$ cat src/rtl/ahb_vga_pkg.sv
`default_nettype none
// ============================================================================
// Module   : ahb_vga_pkg
// Purpose  : Shared types for the AHB VGA write buffer: HTRANS encodings,
//            downstream FSM state enum and the buffered entry struct.
// Revision : 1.0 - initial release
// ============================================================================
package ahb_vga_pkg;

    localparam logic [1:0] HTRANS_IDLE   = 2'b00;
    localparam logic [1:0] HTRANS_BUSY   = 2'b01;
    localparam logic [1:0] HTRANS_NONSEQ = 2'b10;
    localparam logic [1:0] HTRANS_SEQ    = 2'b11;

    typedef enum logic [1:0] {
        ST_IDLE = 2'd0,
        ST_ADDR = 2'd1,
        ST_DATA = 2'd2
    } wbuf_state_e;

    typedef struct packed {
        logic [31:0] addr;
        logic [7:0]  data;
    } wbuf_entry_t;

    // NONSEQ and SEQ start a real transfer; IDLE and BUSY do not.
    // Equivalent to testing HTRANS[1].
    function automatic logic htrans_active(input logic [1:0] t);
        logic act;
        case (t)
            HTRANS_NONSEQ, HTRANS_SEQ: act = 1'b1;
            HTRANS_IDLE, HTRANS_BUSY:  act = 1'b0;
            default:                   act = 1'b0;
        endcase
        return act;
    endfunction

endpackage
`default_nettype wire

$ cat src/rtl/wbuf_fifo.sv
`default_nettype none
// ============================================================================
// Module   : wbuf_fifo
// Purpose  : Synchronous FIFO of wbuf_entry_t words, DEPTH entries.
// Ports    : clk, rst (async, active-high)
//            i_push/i_data  - write an entry (ignored when full)
//            i_pop          - drop the head entry (ignored when empty)
//            o_head         - current head entry (valid when !o_empty)
//            o_full/o_empty - occupancy flags
//            o_count        - occupancy 0..DEPTH
// Revision : 1.0 - initial release
// ============================================================================
module wbuf_fifo
    import ahb_vga_pkg::*;
#(
    parameter int DEPTH = 8
) (
    input  logic                     clk,
    input  logic                     rst,
    input  logic                     i_push,
    input  wbuf_entry_t              i_data,
    input  logic                     i_pop,
    output wbuf_entry_t              o_head,
    output logic                     o_full,
    output logic                     o_empty,
    output logic [$clog2(DEPTH):0]   o_count
);

    localparam int PW = $clog2(DEPTH);
    localparam int CW = PW + 1;

    wbuf_entry_t   mem_q [DEPTH];
    logic [PW-1:0] wr_ptr_q, wr_ptr_d;
    logic [PW-1:0] rd_ptr_q, rd_ptr_d;
    logic [CW-1:0] count_q, count_d;
    logic          do_push;
    logic          do_pop;

    assign o_full  = (count_q == CW'(DEPTH));
    assign o_empty = (count_q == '0);
    assign o_count = count_q;
    assign o_head  = mem_q[rd_ptr_q];

    assign do_push = i_push & ~o_full;
    assign do_pop  = i_pop & ~o_empty;

    // DEPTH is a power of two, so the pointers wrap by plain overflow.
    always_comb begin
        wr_ptr_d = wr_ptr_q;
        rd_ptr_d = rd_ptr_q;
        count_d  = count_q;
        if (do_push) wr_ptr_d = wr_ptr_q + PW'(1);
        if (do_pop)  rd_ptr_d = rd_ptr_q + PW'(1);
        case ({do_push, do_pop})
            2'b10:   count_d = count_q + CW'(1);
            2'b01:   count_d = count_q - CW'(1);
            default: count_d = count_q;
        endcase
    end

    always_ff @(posedge clk or posedge rst) begin
        if (rst) begin
            wr_ptr_q <= '0;
            rd_ptr_q <= '0;
            count_q  <= '0;
        end else begin
            wr_ptr_q <= wr_ptr_d;
            rd_ptr_q <= rd_ptr_d;
            count_q  <= count_d;
        end
    end

    // Storage carries no reset; emptiness is tracked by count alone.
    always_ff @(posedge clk) begin
        if (do_push) mem_q[wr_ptr_q] <= i_data;
    end

endmodule
`default_nettype wire

$ cat src/rtl/ahb_vga_wbuf.sv
`default_nettype none
// ============================================================================
// Module   : ahb_vga_wbuf
// Purpose  : Posted-write buffer between an AHB master and the VGA
//            peripheral. Upstream writes are queued and acknowledged
//            immediately unless the queue is full; a small FSM replays them
//            downstream in strict order, absorbing VGA scroll stalls.
// Ports    : HCLK/HRESET          - clock, async active-high reset
//            HSEL..HWDATA         - upstream AHB slave inputs
//            HRDATA/HREADYOUT     - upstream status read data and stall
//            M_HSEL..M_HWDATA     - downstream AHB master outputs
//            M_HREADYOUT/M_HREADY - downstream ready in, and its copy out
// Revision : 1.0 - initial release
// ============================================================================
module ahb_vga_wbuf
    import ahb_vga_pkg::*;
#(
    parameter int DEPTH = 8
) (
    input  logic        HCLK,
    input  logic        HRESET,
    input  logic        HSEL,
    input  logic        HWRITE,
    input  logic        HREADY,
    input  logic [1:0]  HTRANS,
    input  logic [31:0] HADDR,
    input  logic [31:0] HWDATA,
    output logic [31:0] HRDATA,
    output logic        HREADYOUT,
    output logic        M_HSEL,
    output logic        M_HWRITE,
    output logic [1:0]  M_HTRANS,
    output logic [31:0] M_HADDR,
    output logic [31:0] M_HWDATA,
    input  logic        M_HREADYOUT,
    output logic        M_HREADY
);

    localparam int CW = $clog2(DEPTH) + 1;
    // Status count field is at least 4 bits so small DEPTHs keep the
    // full/empty flags at bits 5/4.
    localparam int SW = (CW < 4) ? 4 : CW;

    if (DEPTH < 2 || (DEPTH & (DEPTH - 1)) != 0) begin : g_depth_check
        $error("ahb_vga_wbuf: DEPTH must be a power of 2 and at least 2");
    end

    logic          dphase_q, dphase_d;
    logic          dwrite_q, dwrite_d;
    logic [31:0]   daddr_q,  daddr_d;
    wbuf_state_e   state_q,  state_d;

    logic          wr_phase;
    logic          rd_phase;
    logic          fifo_push;
    logic          fifo_pop;
    logic          fifo_full;
    logic          fifo_empty;
    logic [CW-1:0] fifo_count;
    wbuf_entry_t   fifo_head;
    wbuf_entry_t   fifo_wdata;
    logic [SW+1:0] status;
    logic          unused_hwdata;

    // Only the low byte reaches the VGA character store.
    assign unused_hwdata = ^HWDATA[31:8];

    // ---------------- upstream address/data phase tracking -----------------
    always_comb begin
        dphase_d = dphase_q;
        dwrite_d = dwrite_q;
        daddr_d  = daddr_q;
        if (HREADY) begin
            dphase_d = HSEL & htrans_active(HTRANS);
            if (HSEL & htrans_active(HTRANS)) begin
                dwrite_d = HWRITE;
                daddr_d  = HADDR;
            end
        end
    end

    assign wr_phase   = dphase_q &  dwrite_q;
    assign rd_phase   = dphase_q & ~dwrite_q;
    // A write stalled on full is pushed the first cycle a slot frees up,
    // never in the same cycle as the pop that frees it.
    assign fifo_push  = wr_phase & ~fifo_full;
    assign HREADYOUT  = ~(wr_phase & fifo_full);
    assign fifo_wdata = '{addr: daddr_q, data: HWDATA[7:0]};

    assign status = {fifo_full, fifo_empty, SW'(fifo_count)};
    assign HRDATA = rd_phase ? 32'(status) : 32'h0;

    assign M_HREADY = M_HREADYOUT;

    wbuf_fifo #(
        .DEPTH (DEPTH)
    ) u_fifo (
        .clk     (HCLK),
        .rst     (HRESET),
        .i_push  (fifo_push),
        .i_data  (fifo_wdata),
        .i_pop   (fifo_pop),
        .o_head  (fifo_head),
        .o_full  (fifo_full),
        .o_empty (fifo_empty),
        .o_count (fifo_count)
    );

    // ---------------- downstream replay FSM ---------------------------------
    always_comb begin
        state_d  = state_q;
        fifo_pop = 1'b0;
        M_HSEL   = 1'b0;
        M_HWRITE = 1'b0;
        M_HTRANS = HTRANS_IDLE;
        M_HADDR  = 32'h0;
        M_HWDATA = 32'h0;
        case (state_q)
            ST_IDLE: begin
                if (!fifo_empty) state_d = ST_ADDR;
            end
            ST_ADDR: begin
                M_HSEL   = 1'b1;
                M_HWRITE = 1'b1;
                M_HTRANS = HTRANS_NONSEQ;
                M_HADDR  = fifo_head.addr;
                if (M_HREADYOUT) state_d = ST_DATA;
            end
            ST_DATA: begin
                M_HWDATA = {24'h0, fifo_head.data};
                if (M_HREADYOUT) begin
                    fifo_pop = 1'b1;
                    state_d  = (fifo_count > CW'(1)) ? ST_ADDR : ST_IDLE;
                end
            end
            default: state_d = ST_IDLE;
        endcase
    end

    always_ff @(posedge HCLK or posedge HRESET) begin
        if (HRESET) begin
            dphase_q <= 1'b0;
            dwrite_q <= 1'b0;
            daddr_q  <= 32'h0;
            state_q  <= ST_IDLE;
        end else begin
            dphase_q <= dphase_d;
            dwrite_q <= dwrite_d;
            daddr_q  <= daddr_d;
            state_q  <= state_d;
        end
    end

endmodule
`default_nettype wire

$ cat config.mk
export PLATFORM = sky130hd
export DESIGN_NAME = ahb_vga_wbuf
export DESIGN_NICKNAME = d
export VERILOG_FILES = /design/src/rtl/ahb_vga_pkg.sv /design/src/rtl/wbuf_fifo.sv /design/src/rtl/ahb_vga_wbuf.sv
export SDC_FILE = /design/constraint.sdc
export NUM_CORES = 1
export LEC_CHECK = 0
export ABC_AREA = 1
export ABC_CLOCK_PERIOD_IN_PS = 4680
export BUFFER_PORTS_ARGS = -buffer_cell sky130_fd_sc_hd__buf_4
export CORE_MARGIN = 2
export CORE_UTILIZATION = 50
export DETAILED_ROUTE_END_ITERATION = 8
export PLACE_DENSITY = 0.72
export SLEW_MARGIN = 25
export SYNTH_ARGS = -nofsm -noshare
export SYNTH_HDL_FRONTEND = slang
export SYNTH_HIERARCHICAL = 1
export SYNTH_SLANG_ARGS = --single-unit
$ cat constraint.sdc
create_clock -name HCLK -period 4.68 [get_ports HCLK]
set_input_delay 0.702 -clock HCLK [delete_from_list [all_inputs] [get_ports HCLK]]
set_output_delay 0.702 -clock HCLK [all_outputs]
set_load 0.01 [all_outputs]
; ---- After elaboration in Yosys (flattened, before gate mapping)
; Memories as Yosys holds them, arrays and structs flattened.
; Cells that the tools add are included.
[classes]
add_sub_neg = 4
bitwise_logic = 11
n_mux = 17
reduce_logical = 8
eq_ne = 11
n_lt_le_gt_ge = 1
[ops]
columns = op, n
row1 = $mux W32, 1
row2 = $eq A2 B2 Y1 const B, 4
row3 = $mux W2, 4
row4 = $mux W8, 1
row5 = $pmux W4 S2, 1
row6 = $and A1 B1 Y1, 7
row7 = $mux W1, 7
row8 = $add A3 B1 Y3 const B, 2
row9 = $eq A2 B1 Y1 const B, 3
row10 = $mux W6, 1
row11 = $ne A2 B2 Y1 const B, 3
row12 = $pmux W2 S3, 1
row13 = $add A4 B1 Y4 const B, 1
row14 = $eq A4 B4 Y1 const B, 1
row15 = $gt A4 B1 Y1 const B, 1
row16 = $logic_not A2 Y1, 2
row17 = $logic_not A4 Y1, 1
row18 = $not A1 Y1, 4
row19 = $reduce_or A2 Y1, 2
row20 = $sub A4 B1 Y4 const B, 1
row21 = $reduce_and A3 Y1, 1
row22 = $pmux W1 S2, 1
row23 = $reduce_and A2 Y1, 1
row24 = $reduce_bool A2 Y1, 1
[word_totals]
mem_count = 1
output_inout_bits = 102
ff_bits = 46
input_bits = 72
ramBits = 320
[mem_list]
columns = name, depth, width, rd, rd_clocked_by_memory_dff, wr, line_no
row1 = u_fifo.mem_q, 8, 40, 1, 0, 1, wbuf_fifo.sv:32  ; wbuf_entry_t mem_q [DEPTH];

; ---- Logic depth before layout (Yosys ltp)
[logic_depth]
depth_word = 6
mapped_depth = 14
depth_no_buf = 14

; ---- By module
; The synthesis kept the hierarchy.
[by_module_without_submodules]
columns = mod, area_each_um2, seq_area_each_um2, cells_per_inst, instances
row1 = wbuf_fifo, 14393.8, 9859.5, 1465, 1
row2 = ahb_vga_wbuf, 2262.2, 900.9, 316, 1

; ---- Least setup slack after synthesis
; OpenSTA, ideal clock, no wires.
[synth_timing]
path_kind = reg-to-reg
from = register u_fifo.count_q[0] (netlist: u_fifo/o_count[0])
to = memory u_fifo/mem_q[4][0] (netlist name) (enable)
path_stages_with_launch = 8
slack_ps = 302
arrival_time_ps = 3890
t_required_ps = 4193
path_buffers = 1
period_less_slack_ps = 4378
path_cell_list = dfrtp_1 > nor2_1 > nand3_1 > inv_1 > nor3_1 > nand2_1 > buf_4 > nor3_1
[synth_between]
elab_chain_len = 6
[synth_rtl]
columns = item, line_no
row1 = "start, declared", wbuf_fifo.sv:35  ; logic [CW-1:0] count_q, count_d;
row2 = "start signal, assigned", wbuf_fifo.sv:69  ; count_q <= count_d;
row3 = $eq A4 B4 Y1, wbuf_fifo.sv:39  ; assign o_full = (count_q == CW'(DEPTH));
row4 = named net fifo_full, ahb_vga_wbuf.sv:57  ; logic fifo_full;
row5 = $not A1 Y1, ahb_vga_wbuf.sv:86  ; assign fifo_push = wr_phase & ~fifo_full;
row6 = $and A1 B1 Y1, ahb_vga_wbuf.sv:86
row7 = named net fifo_push, ahb_vga_wbuf.sv:55  ; logic fifo_push;
row8 = $and A1 B1 Y1, wbuf_fifo.sv:44  ; assign do_push = i_push & ~o_full;
row9 = $mux W1, wbuf_fifo.sv:75  ; if (do_push) mem_q[wr_ptr_q] <= i_data;
row10 = $mux W1 (implied by the code), wbuf_fifo.sv:75
row11 = "end, declared", wbuf_fifo.sv:32
; The timed path passes the listed nets, and every way through them passes these cells.

==> results.yml <==
worst_setup_path:
  cp.arrival_ps: 3010
  critPathMaxFanout: 56
  crit_type: "reg -> out"
  critPathLaunchType: "flop"
  cp-end-kind: "primary output"
  r2r_setup_slack_ps: 1820
  required_ps: 3980
  rr_endpoint: "u_fifo/mem_q[4][4]"
  worst_r2r_path_depth: 7
  timing.rr.start: "u_fifo/o_count[2]"
outcome:
  status: "finished, final reports clean"
placement:
  io_buffers: 97
  place.gp.congestion: 0.729
  dpl.hpwl_mm: 17.4
global_routing:
  grt_overflow: 0
  grt_pass1_wl_mm: 53.2
  track_usage_pct: 19.4
  grt_max_degree: 129
  grt_pass1_vias: 10273
  antenna_found_initial: 0
clocking:
  post_cts_resized: 0
  cts_buffer_depth: 3
  root_buffer: "clkbuf_16"
  cts-buffers-inserted: 37
  clk_latency_ps: 520
  cts_setup_buffers: 0
  cts_tree: "yes"
  clk_pin_slew_ps: 70
  postCtsHoldBufs: 0
  cts_sinks: 366
  h-tree-depth: 2
synthesis:
  synth_cells: 1781
  netlist_area_sq_mm: 0.0167
  synth_edf_count: 320
  synth_seq_area_share_pct: 64.6
  synth_area_leader_cell: "edfxtp_1"
  synth_top_area_share_pct: 57.7
  avgSynthCellArea_sq_um: 9.35
  ys_seq_elements: 366
  yosysMostFrequentCell: "nand2_1"
  synth-main-ff-cell: "edfxtp_1"
  yosys_warnings: 6
  synth_area_leaders: "edfxtp_1 (58%), nand2_1 (13%), nor2_1 (8.4%), dfrtp_1 (6.9%), inv_1 (5.8%)"
  yosys-top-cells-count: "nand2_1 (583), nor2_1 (373), edfxtp_1 (320)"
  async_reset_ff_share_pct: 12.6
  ys_types: 26
die:
  pin_count: 174
  dieArea_sq_mm: 0.0348
  num_rows: 66
  core-area_sq_mm: 0.0327
  die_h_um: 187
  initial_utilization_pct: 50.9
  dieWidth_um: 187
cells_and_area:
  drive_gt1_share_pct: 9.92
  area_delta_synth_final_pct: 12.3
  fin_nets: 1934
  antenna_cells: 0
timing:
  finalHoldViolations: 0
  setup_viol: 0
  worst_slew_pin_slew_ps: 1040
  clock.fmax_mhz: 270
  worst_hold_slack_ps: 178
  fin_crit_ps: 3710
  rsz0062_at_grt: "false"
  finClkSkew_ps: 30.3
  max_slew_margin_pct: 30.7
  finalSetupTns_ps: 0
  min_period_over_period_pct: 79.3
  finalMaxSlewViolations: 0
power:
  p_leak_nw: 8.56
  peakVddDrop_uv: 549
  p_per_area_mw_per_mm2: 566
routing:
  wirelength_mm: 33.6
  wl_per_cell_um: 14.4
  ant_nets: 0
  first_iter_violations: 787
  dr.pass1.iters: 5
  drc: 0
  viasPerCell: 4.68
  vias: 10887
hold_path:
  hp-class: "in -> async"
run:
  max_cap_viol_count: 0
[area by class of cell]
type                       instances  area [sq um]
multi-input combinational       1077          4280
tap                              442           553
clock inverter                    12           139
inverter                         261           983
fill                            2799         14000
timing repair buffer             113           915
clock buffer                      56          1070
sequential                       366         10800
[through the flow]
step                      cell area [sq um]  total power (W)  setup slack, ps  std cells  util (%)
after floorplan                       16800          0.00681              302       1831         -
after global placement                17500          0.00766             1580       2259      53.5
after detailed placement              17500          0.00777             1540       2259      53.5
after CTS                             18700           0.0107              971       2327      57.2
after global routing                  18700           0.0113              729       2327      57.2
final                                 18700           0.0106              971       2327      57.2
[routing by layer]
layer	global-route usage, %	vias to the layer above	part of all wire (%)
li1	-	5486	-
met1	25.7	5051	44
met2	33.6	300	48
met3	2.73	50	5.2
met4	5.56	0	2.0
met5	0	-	0
[cells in the final DEF, fill, tap and decap left out, types with 2 or more instances in the layout]
cell type  instances
dfrtp_4            2
nand2_1          583
inv_1            257
edfxtp_1         320
clkinv_2           8
o21ai_0            8
bufinv_16          3
o21ai_2            4
xor2_1             2
clkinv_1           2
nor2_1           373
dfrtp_1           43
conb_1            51
xnor2_1            4
clkbuf_16         39
clkbuf_1          14
nor3_2             8
ha_1               5
clkbuf_8           3
buf_4            107
nand3_1            6
o21ai_1           26
a21oi_1            2
buf_12             5
[worst max-delay path, stage by stage, from the launching register on]
cell and delay [ps]:
dfrtp_4 430, clkinv_2 770, buf_4 510, nor2_1 130, nand2_1 60, nand2_1 60, nand2_1 50, nand2_1 90
inv_1 40, nor2_1 150, buf_4 170
[cell families after synthesis]
group / count (synthesis) / synth area share [%]
buf+inv: 388 / 11.1
flops: 366 / 64.6
compound gates: 40 / 1.29
other cells: 1 / 0.0225
fa+ha+maj: 6 / 0.496
simple gates: 974 / 22.1
xor+xnor: 6 / 0.316
[sequential cells by signal (all words and copies together) (netlist names)]
register         count
u_fifo/mem_q       320
daddr_q             32
u_fifo/o_count       4
u_fifo/rd_ptr_q      3
u_fifo/wr_ptr_q      3
state_q              2
dphase_q             1
dwrite_q             1
[worst max-delay path by stage]
stage | depth (start not counted) | from | to
after detailed placement | 10 | u_fifo/rd_ptr_q[1] | M_HADDR[28]
final | 10 | u_fifo/rd_ptr_q[1] | M_HADDR[28]
after floorplan | 7 | u_fifo/o_count[0] | u_fifo/mem_q[4][0]
after CTS | 10 | u_fifo/rd_ptr_q[1] | M_HADDR[28]
after global placement | 10 | u_fifo/rd_ptr_q[1] | M_HADDR[29]
after global routing | 10 | u_fifo/rd_ptr_q[1] | M_HWDATA[7]
[power breakdown]
group,internal (W),switching [W]
registers,0.00389,0.000235
clock network,0.00175,0.00115
logic,0.00122,0.00235
total,0.00685,0.00374
No activity file was read; power rests on OpenSTA's default activity.
